<file path="src/rtl/jtag_dr_cell_chain_if.sv">
// TAP-side bundle for a JTAG data-register cell chain: strobes, serial
// in/out and the parallel core-side capture/update buses.
interface jtag_dr_cell_chain_if #(
  parameter int WIDTH = 8
);
  logic             capture_dr;
  logic             shift_dr;
  logic             update_dr;
  logic             bypass;
  logic             tdi;
  logic [WIDTH-1:0] par_in;
  logic             tdo;
  logic [WIDTH-1:0] par_out;
  logic             upd_pulse;
  logic             len_err;

  // TAP controller / core side
  modport master (
    output capture_dr, shift_dr, update_dr, bypass, tdi, par_in,
    input  tdo, par_out, upd_pulse, len_err
  );

  // cell chain side
  modport slave (
    input  capture_dr, shift_dr, update_dr, bypass, tdi, par_in,
    output tdo, par_out, upd_pulse, len_err
  );
endinterface

</file>
<file path="src/rtl/jtag_dr_cell_chain.sv">
// JTAG data-register cell chain: capture / shift / update stages with an
// optional shift-length check and a 1-bit bypass path, all on clk.
module jtag_dr_cell_chain #(
  parameter int               WIDTH       = 8,
  parameter logic [WIDTH-1:0] RESET_VALUE = '0,
  parameter bit               STRICT_LEN  = 1'b1
) (
  input logic                   clk,
  input logic                   reset,
  jtag_dr_cell_chain_if.slave   bus
);
  // counter must reach WIDTH+1 so overshift is distinguishable from exact
  localparam int CW = $clog2(WIDTH + 2);

  localparam logic [1:0] IDLE  = 2'd0;
  localparam logic [1:0] CAPT  = 2'd1;
  localparam logic [1:0] SHIFT = 2'd2;

  logic [WIDTH-1:0] sr;
  logic [WIDTH-1:0] par_out;
  logic             byp;
  logic [CW-1:0]    cnt;
  logic [1:0]       state;
  logic             upd_pulse;
  logic             len_err;
  logic             len_ok;

  assign len_ok = !STRICT_LEN || (cnt == CW'(WIDTH));

  // strobe decode with capture > shift > update priority; bypass diverts
  // capture/shift to the 1-bit register and swallows update entirely
  always_ff @(posedge clk) begin
    if (reset) begin
      sr        <= RESET_VALUE;
      par_out   <= RESET_VALUE;
      byp       <= 1'b0;
      cnt       <= '0;
      state     <= IDLE;
      upd_pulse <= 1'b0;
      len_err   <= 1'b0;
    end else begin
      upd_pulse <= 1'b0;
      if (bus.bypass) begin
        if (bus.capture_dr)    byp <= 1'b0;
        else if (bus.shift_dr) byp <= bus.tdi;
      end else if (bus.capture_dr) begin
        sr      <= bus.par_in;
        cnt     <= '0;
        len_err <= 1'b0;
        state   <= CAPT;
      end else if (bus.shift_dr) begin
        sr    <= {bus.tdi, sr[WIDTH-1:1]};
        // from CAPT cnt is 0, so the saturating increment yields 1
        if (cnt != CW'(WIDTH + 1)) cnt <= cnt + 1'b1;
        state <= SHIFT;
      end else if (bus.update_dr && state != IDLE) begin
        if (len_ok) begin
          par_out   <= sr;
          upd_pulse <= 1'b1;
        end else begin
          len_err   <= 1'b1;
        end
        state <= IDLE;
      end
    end
  end

  assign bus.tdo       = bus.bypass ? byp : sr[0];
  assign bus.par_out   = par_out;
  assign bus.upd_pulse = upd_pulse;
  assign bus.len_err   = len_err;
endmodule

</file>
<file path="src/flat_wrapper.sv">
// flat-port wrapper written by rule: the top's interface ports become plain ports
module jtag_dr_cell_chain_flat 
#(
  parameter int               WIDTH       = 8,
  parameter logic [WIDTH-1:0] RESET_VALUE = '0,
  parameter bit               STRICT_LEN  = 1'b1
)
  (clk, reset, bus_capture_dr, bus_shift_dr, bus_update_dr, bus_bypass, bus_tdi, bus_par_in, bus_tdo, bus_par_out, bus_upd_pulse, bus_len_err);
  jtag_dr_cell_chain_if #(.WIDTH(WIDTH)) bus_i ();
  input logic clk;
  input logic reset;
  input wire logic [$bits(bus_i.capture_dr)-1:0] bus_capture_dr;
  input wire logic [$bits(bus_i.shift_dr)-1:0] bus_shift_dr;
  input wire logic [$bits(bus_i.update_dr)-1:0] bus_update_dr;
  input wire logic [$bits(bus_i.bypass)-1:0] bus_bypass;
  input wire logic [$bits(bus_i.tdi)-1:0] bus_tdi;
  input wire logic [$bits(bus_i.par_in)-1:0] bus_par_in;
  output wire logic [$bits(bus_i.tdo)-1:0] bus_tdo;
  output wire logic [$bits(bus_i.par_out)-1:0] bus_par_out;
  output wire logic [$bits(bus_i.upd_pulse)-1:0] bus_upd_pulse;
  output wire logic [$bits(bus_i.len_err)-1:0] bus_len_err;
  assign bus_i.capture_dr = bus_capture_dr;
  assign bus_i.shift_dr = bus_shift_dr;
  assign bus_i.update_dr = bus_update_dr;
  assign bus_i.bypass = bus_bypass;
  assign bus_i.tdi = bus_tdi;
  assign bus_i.par_in = bus_par_in;
  assign bus_tdo = bus_i.tdo;
  assign bus_par_out = bus_i.par_out;
  assign bus_upd_pulse = bus_i.upd_pulse;
  assign bus_len_err = bus_i.len_err;
  jtag_dr_cell_chain #(.WIDTH(WIDTH), .RESET_VALUE(RESET_VALUE), .STRICT_LEN(STRICT_LEN)) u_core (.clk(clk), .reset(reset), .bus(bus_i));
endmodule
</file>
<file path="config.mk">
export PLATFORM = sky130hd
export DESIGN_NAME = jtag_dr_cell_chain_flat
export DESIGN_NICKNAME = d
export VERILOG_FILES = /design/src/rtl/jtag_dr_cell_chain_if.sv /design/src/rtl/jtag_dr_cell_chain.sv /design/src/flat_wrapper.sv
export SDC_FILE = /design/constraint.sdc
export NUM_CORES = 1
export LEC_CHECK = 0
export ABC_AREA = 1
export CORE_ASPECT_RATIO = 0.75
export CORE_MARGIN = 2
export CORE_UTILIZATION = 35
export DETAILED_ROUTE_END_ITERATION = 8
export RECOVER_POWER = 50
export SYNTH_ARGS = -nofsm -noshare
export SYNTH_HDL_FRONTEND = slang
export SYNTH_SLANG_ARGS = --single-unit
export TNS_END_PERCENT = 100
</file>
<file path="constraint.sdc">
create_clock -name clk -period 1.75 [get_ports clk]
set_input_delay 0.2625 -clock clk [delete_from_list [all_inputs] [get_ports clk]]
set_output_delay 0.2625 -clock clk [all_outputs]
set_load 0.03 [all_outputs]
</file>
======== Word level (Yosys, flattened, before mapping) ========
Cells that the tools add are included.
word-level totals
  bits in registers ....................... 25
  bits in latches ......................... 0
  RAM bits ................................ 0
  ROM bits ................................ 0
  bits of input ports ..................... 15
  output and inout bits ................... 11
  logic and storage cells ................. 45
  memories kept ........................... 0
cells by class
  add/sub/neg operators ................... 1
  $mul .................................... 0
  divide/modulo/power cells ............... 0
  magnitude comparators ................... 0
  eq/ne operators ......................... 4
  shift operators ......................... 0
  mux-type cells .......................... 16
  bitwise operators ....................... 4
  reduce and logical (&&, ||, !) cells .... 13
operators by type and width
  operator                                     number
  2-to-1 mux 8 bit                             2
  2-to-1 mux 4 bit                             3
  2-to-1 mux 1 bit                             8
  nonzero test 2 bit                           4
  2-to-1 mux 2 bit                             3
  AND reduction 2 bit                          3
  AND reduction 5 bit                          1
  OR reduction 5 bit                           1
  adder 4 x 1 -> 4 bit, second input constant  1
  equality test 4 bit, second input constant   1
  != test 2 bit, second input constant         2
  != test 4 bit, second input constant         1
  NOT 1 bit                                    4
  AND reduction 4 bit                          1
  AND reduction 3 bit                          1
  nonzero test 3 bit                           1
  logical AND 1 bit                            1

======== Depth between registers and ports, before layout ========
  depth after elaboration ................. 5
  gate-level depth with buffers ........... 9

======== Worst setup path after synthesis ========
No wires, ideal clock.
  path kind ............................... reg2out
  start ................................... register u_core.sr[0]
  end ..................................... output bus_tdo
  arrival time ............................ 1.016 ns
  data required time ...................... 1.487 ns
  setup slack ............................. 0.471 ns
  stages on the path, launching flop included .. 3
  buffers on the path ..................... 0
  path through ............................ dfxtp_1 > inv_1 > o21ai_0
on the way
  word-level cells in the longest chain between the ends .. 1
ends and longest elaborated chain
  element                 line                      source
  from (decl)             jtag_dr_cell_chain.sv:19  logic [WIDTH-1:0] sr;
  from (signal assigned)  jtag_dr_cell_chain.sv:47  sr <= bus.par_in;
  from (signal assigned)  jtag_dr_cell_chain.sv:52  sr <= {bus.tdi, sr[WIDTH-1:1]};
  2-to-1 mux 1 bit        jtag_dr_cell_chain.sv:68  assign bus.tdo = bus.bypass ? byp : sr[0];
  to (decl)               flat_wrapper.sv:18        output wire logic [$bits(bus_i.tdo)-1:0] bus_tdo;
No other way between the ends.

======== Worst setup path after layout ========
  start ................................... input bus_capture_dr
  end ..................................... register u_core.par_out[2], in the netlist u_core.bus.par_out[2]
on the way
  word-level cells in the longest chain between the ends .. 2
ends and longest elaborated chain
  element                               line                      source
  from (decl)                           flat_wrapper.sv:12        input wire logic [$bits(bus_i.capture_dr)-1:0] bus_capture_dr;
  NOT 1 bit (no source line)            -
  AND reduction 5 bit (no source line)  -
  to (signal assigned)                  jtag_dr_cell_chain.sv:58  par_out <= sr;
  to (decl)                             jtag_dr_cell_chain.sv:20  logic [WIDTH-1:0] par_out;
No other way between the ends.
A chain may end at the register's enable or synchronous reset.

==> metrics.txt <==
met1 wire length 1510 um; Pre-Repair DR Iteration Count 4; crit path cell chain dlygate4sd3_1, inv_1, nand2_1, nor2_4, buf_4, a21oi_2, nor2_1; Die ar. just over 4000 sq um; Place WS 0.0495 ns; root buf cell clkbuf_8; measured slew at the worst slew-check pin 0.483 ns; Worst R2R Start u_core.cnt[0]; post-route setup slack 0.171 ns; share of post-route cells with drive strength above 1 12.9%; largest family of logic cells by synthesized area simple AND/OR/NAND/NOR gates; setup_tns 0 ns; cts hold-fix bufs 0; # DRC 0; initial antenna violation count 0; total length of routed wires around 2800 um; area grow syn2layout 25.2%; XOR/XNOR Fraction of Synth Area 0%; kind of end point of the critical path flop; leakage 0.618 nW; Mapped Avg Cell Area 7.31 sq um; worst skew pair latency around 0.27 ns; compound-cell area share of the yosys netlist 18.9%; Tmin final 1.58 ns; Max Root-Sink Buffers 2; clock transition at the registers of the reported paths approximately 0.090 ns; largest net degree at the start of global routing 20; slowest CP cell dlygate4sd3_1; routed length per instance 11.4 um; I/O Pins 26; Setup-failing EPs final 0; first-pass GRT wire length 4670 um; Adder-Cell Fraction of Synth Area 2.97%; number of synthesized register bits 25; type of origin of the critical path input pin; Syn Nets 191; Simple-Gate Fraction of Synth Area 28.8%; Cells after Synth 173; antenna-violating nets left 0; final core utilization roughly 47%; Post-Syn Area 1260 sq um; num rows 18; Cell variety after synth 23; length of routed met3 wiring between 100 and 150 um; RSZ-0062 raised after global routing false; Die X ~73 um; Core ar. between 3000 and 4000 sq um; total of max-cap violations 0; Num CTS Buffers 3; Hold Crit Start u_core.bus.len_err; vias in the first global route 1032; CTS sink count 25; vias per cell approximately 4.8; TritonCTS clock tree built; Top Metal Used met4; critical path fanouts, max 10; crit-path max cell delay 0.61 ns; fraction of synthesized area in multiplexers 0%; Hold Path Class reg2reg; worst vdd ir around 0.37 mV; Final Hold Fails 0; power density over the cells 692 nW/um^2; sequential area share after synthesis around two fifths; Max Clk Rate 633 MHz; vias 1170; Setup Skew 0.00183 ns; synth warn 0; met2 WL post-DR 1090 um; Rel. slew slack 67.7%; Initial Util 37.4%; total setup buffers inserted after CTS 0; Overflow after GRT 0; nets 221; Final Hold Slack 0.463 ns; status finished, final reports clean; H-tree levels 1; fin crit share about 90%; Worst EP required a little under 2 ns; initial DRC count 62; kind of critical path in2reg; GRT Total Usage 14.2%; fin. max-slew vios 0; Die Ht roughly 56 um; crit path launch bus_capture_dr; gpl congestion between 0.9 and 1; n_diodes 0; IO buf count 25; post-cts resize count 0; detailed placer's ending HPWL 2070 um; WP data arrival 1.78 ns
-- sequential cells by signal, summed over array words and instances (netlist names) --
| signal | flops |
|---|---|
| u_core.bus.par_out | 8 |
| u_core.bus.len_err | 1 |
| u_core.sr | 8 |
| u_core.bus.upd_pulse | 1 |
| u_core.state | 2 |
| u_core.cnt | 4 |
| u_core.byp | 1 |
-- cells in the mapped netlist, drive strengths merged --
| cell | number | area share, % |
|---|---|---|
| a21oi | 23 | 12 |
| buf | 6 | 3.9 |
| clkinv | 1 | 0.30 |
| dfxtp | 25 | 40 |
| ha | 3 | 3.0 |
| inv | 19 | 5.6 |
| nand2 | 37 | 12 |
| nand3 | 16 | 7.1 |
| nand4 | 1 | 0.49 |
| nor2 | 24 | 9.2 |
| o21ai | 18 | 7.1 |
-- layout make-up --
class | count | area [sq um]
flip-flops and latches | 25 | 500
clock buffers | 3 | 41.3
clock inverters | 1 | 5.00
well taps | 40 | 50.0
multi-input cells | 122 | 619
inverters | 20 | 75.1
fillers | 345 | 1790
repair buffers | 31 | 293
-- layout by cell type (no fill, tap or decap) --
cell type        count
inv_2                2
clkbuf_8             3
nand2_2              1
nand4_1              1
o21ai_0             18
a21oi_2              7
nor2_1              22
clkinv_2             1
clkinv_1             1
nor2_4               2
inv_1               17
dlygate4sd3_1        1
ha_1                 3
nand2_4              1
buf_4                7
dfxtp_1             25
clkdlybuf4s50_1     23
a21oi_1             16
nand3_1             14
nand2_1             35
nand3_2              2
-- final timing paths --
kind | slack [ns] | to | cells past startpoint
hold / removal | 0.46 | u_core.bus.len_err | 2
hold reg to reg | 0.46 | u_core.bus.len_err | 2
setup reg to reg | 0.34 | u_core.bus.par_out[2] | 7
setup / recovery | 0.17 | u_core.bus.par_out[2] | 7
-- per-stage QoR --
step / power [W] / std cells / cell area (sq um)
after floorplan: 0.000703 / 173 / 1260
after global placement: 0.000764 / 238 / 1560
after detailed placement: 0.000768 / 238 / 1560
after CTS: 0.00111 / 242 / 1610
after global routing: 0.00114 / 242 / 1580
final: 0.00110 / 242 / 1580
-- metal layers --
| layer | GRT usage (%) | vias to the layer above |
|---|---|---|
| met4 | 3.38 | 0 |
| li1 | - | 614 |
| met5 | 0 | - |
| met3 | 3.44 | 4 |
| met1 | 21.0 | 520 |
| met2 | 20.5 | 32 |
-- worst max-delay path, delay by kind of cell --
kind	cells	cell delay, ns
AO/OA/AOI/OAI	1	0.05
AND/OR/NAND/NOR	3	0.53
buffers and inverters	3	0.94
-- cell families after synthesis --
kind of cell	count (synthesis)
flip-flops	25
AND/OR/NAND/NOR	78
AO/OA/AOI/OAI	41
adder cells (fa/ha/maj)	3
buffers and inverters	26
-- power by group --
group / internal (W) / switching [W] / leakage, nW
Clock: 0.000159 / 0.000187 / 0.0255
Sequential: 0.000588 / 0.00000824 / 0.204
Combinational: 0.0000648 / 0.0000890 / 0.389
Total: 0.000812 / 0.000285 / 0.618
(Power assumes the default switching activity.)
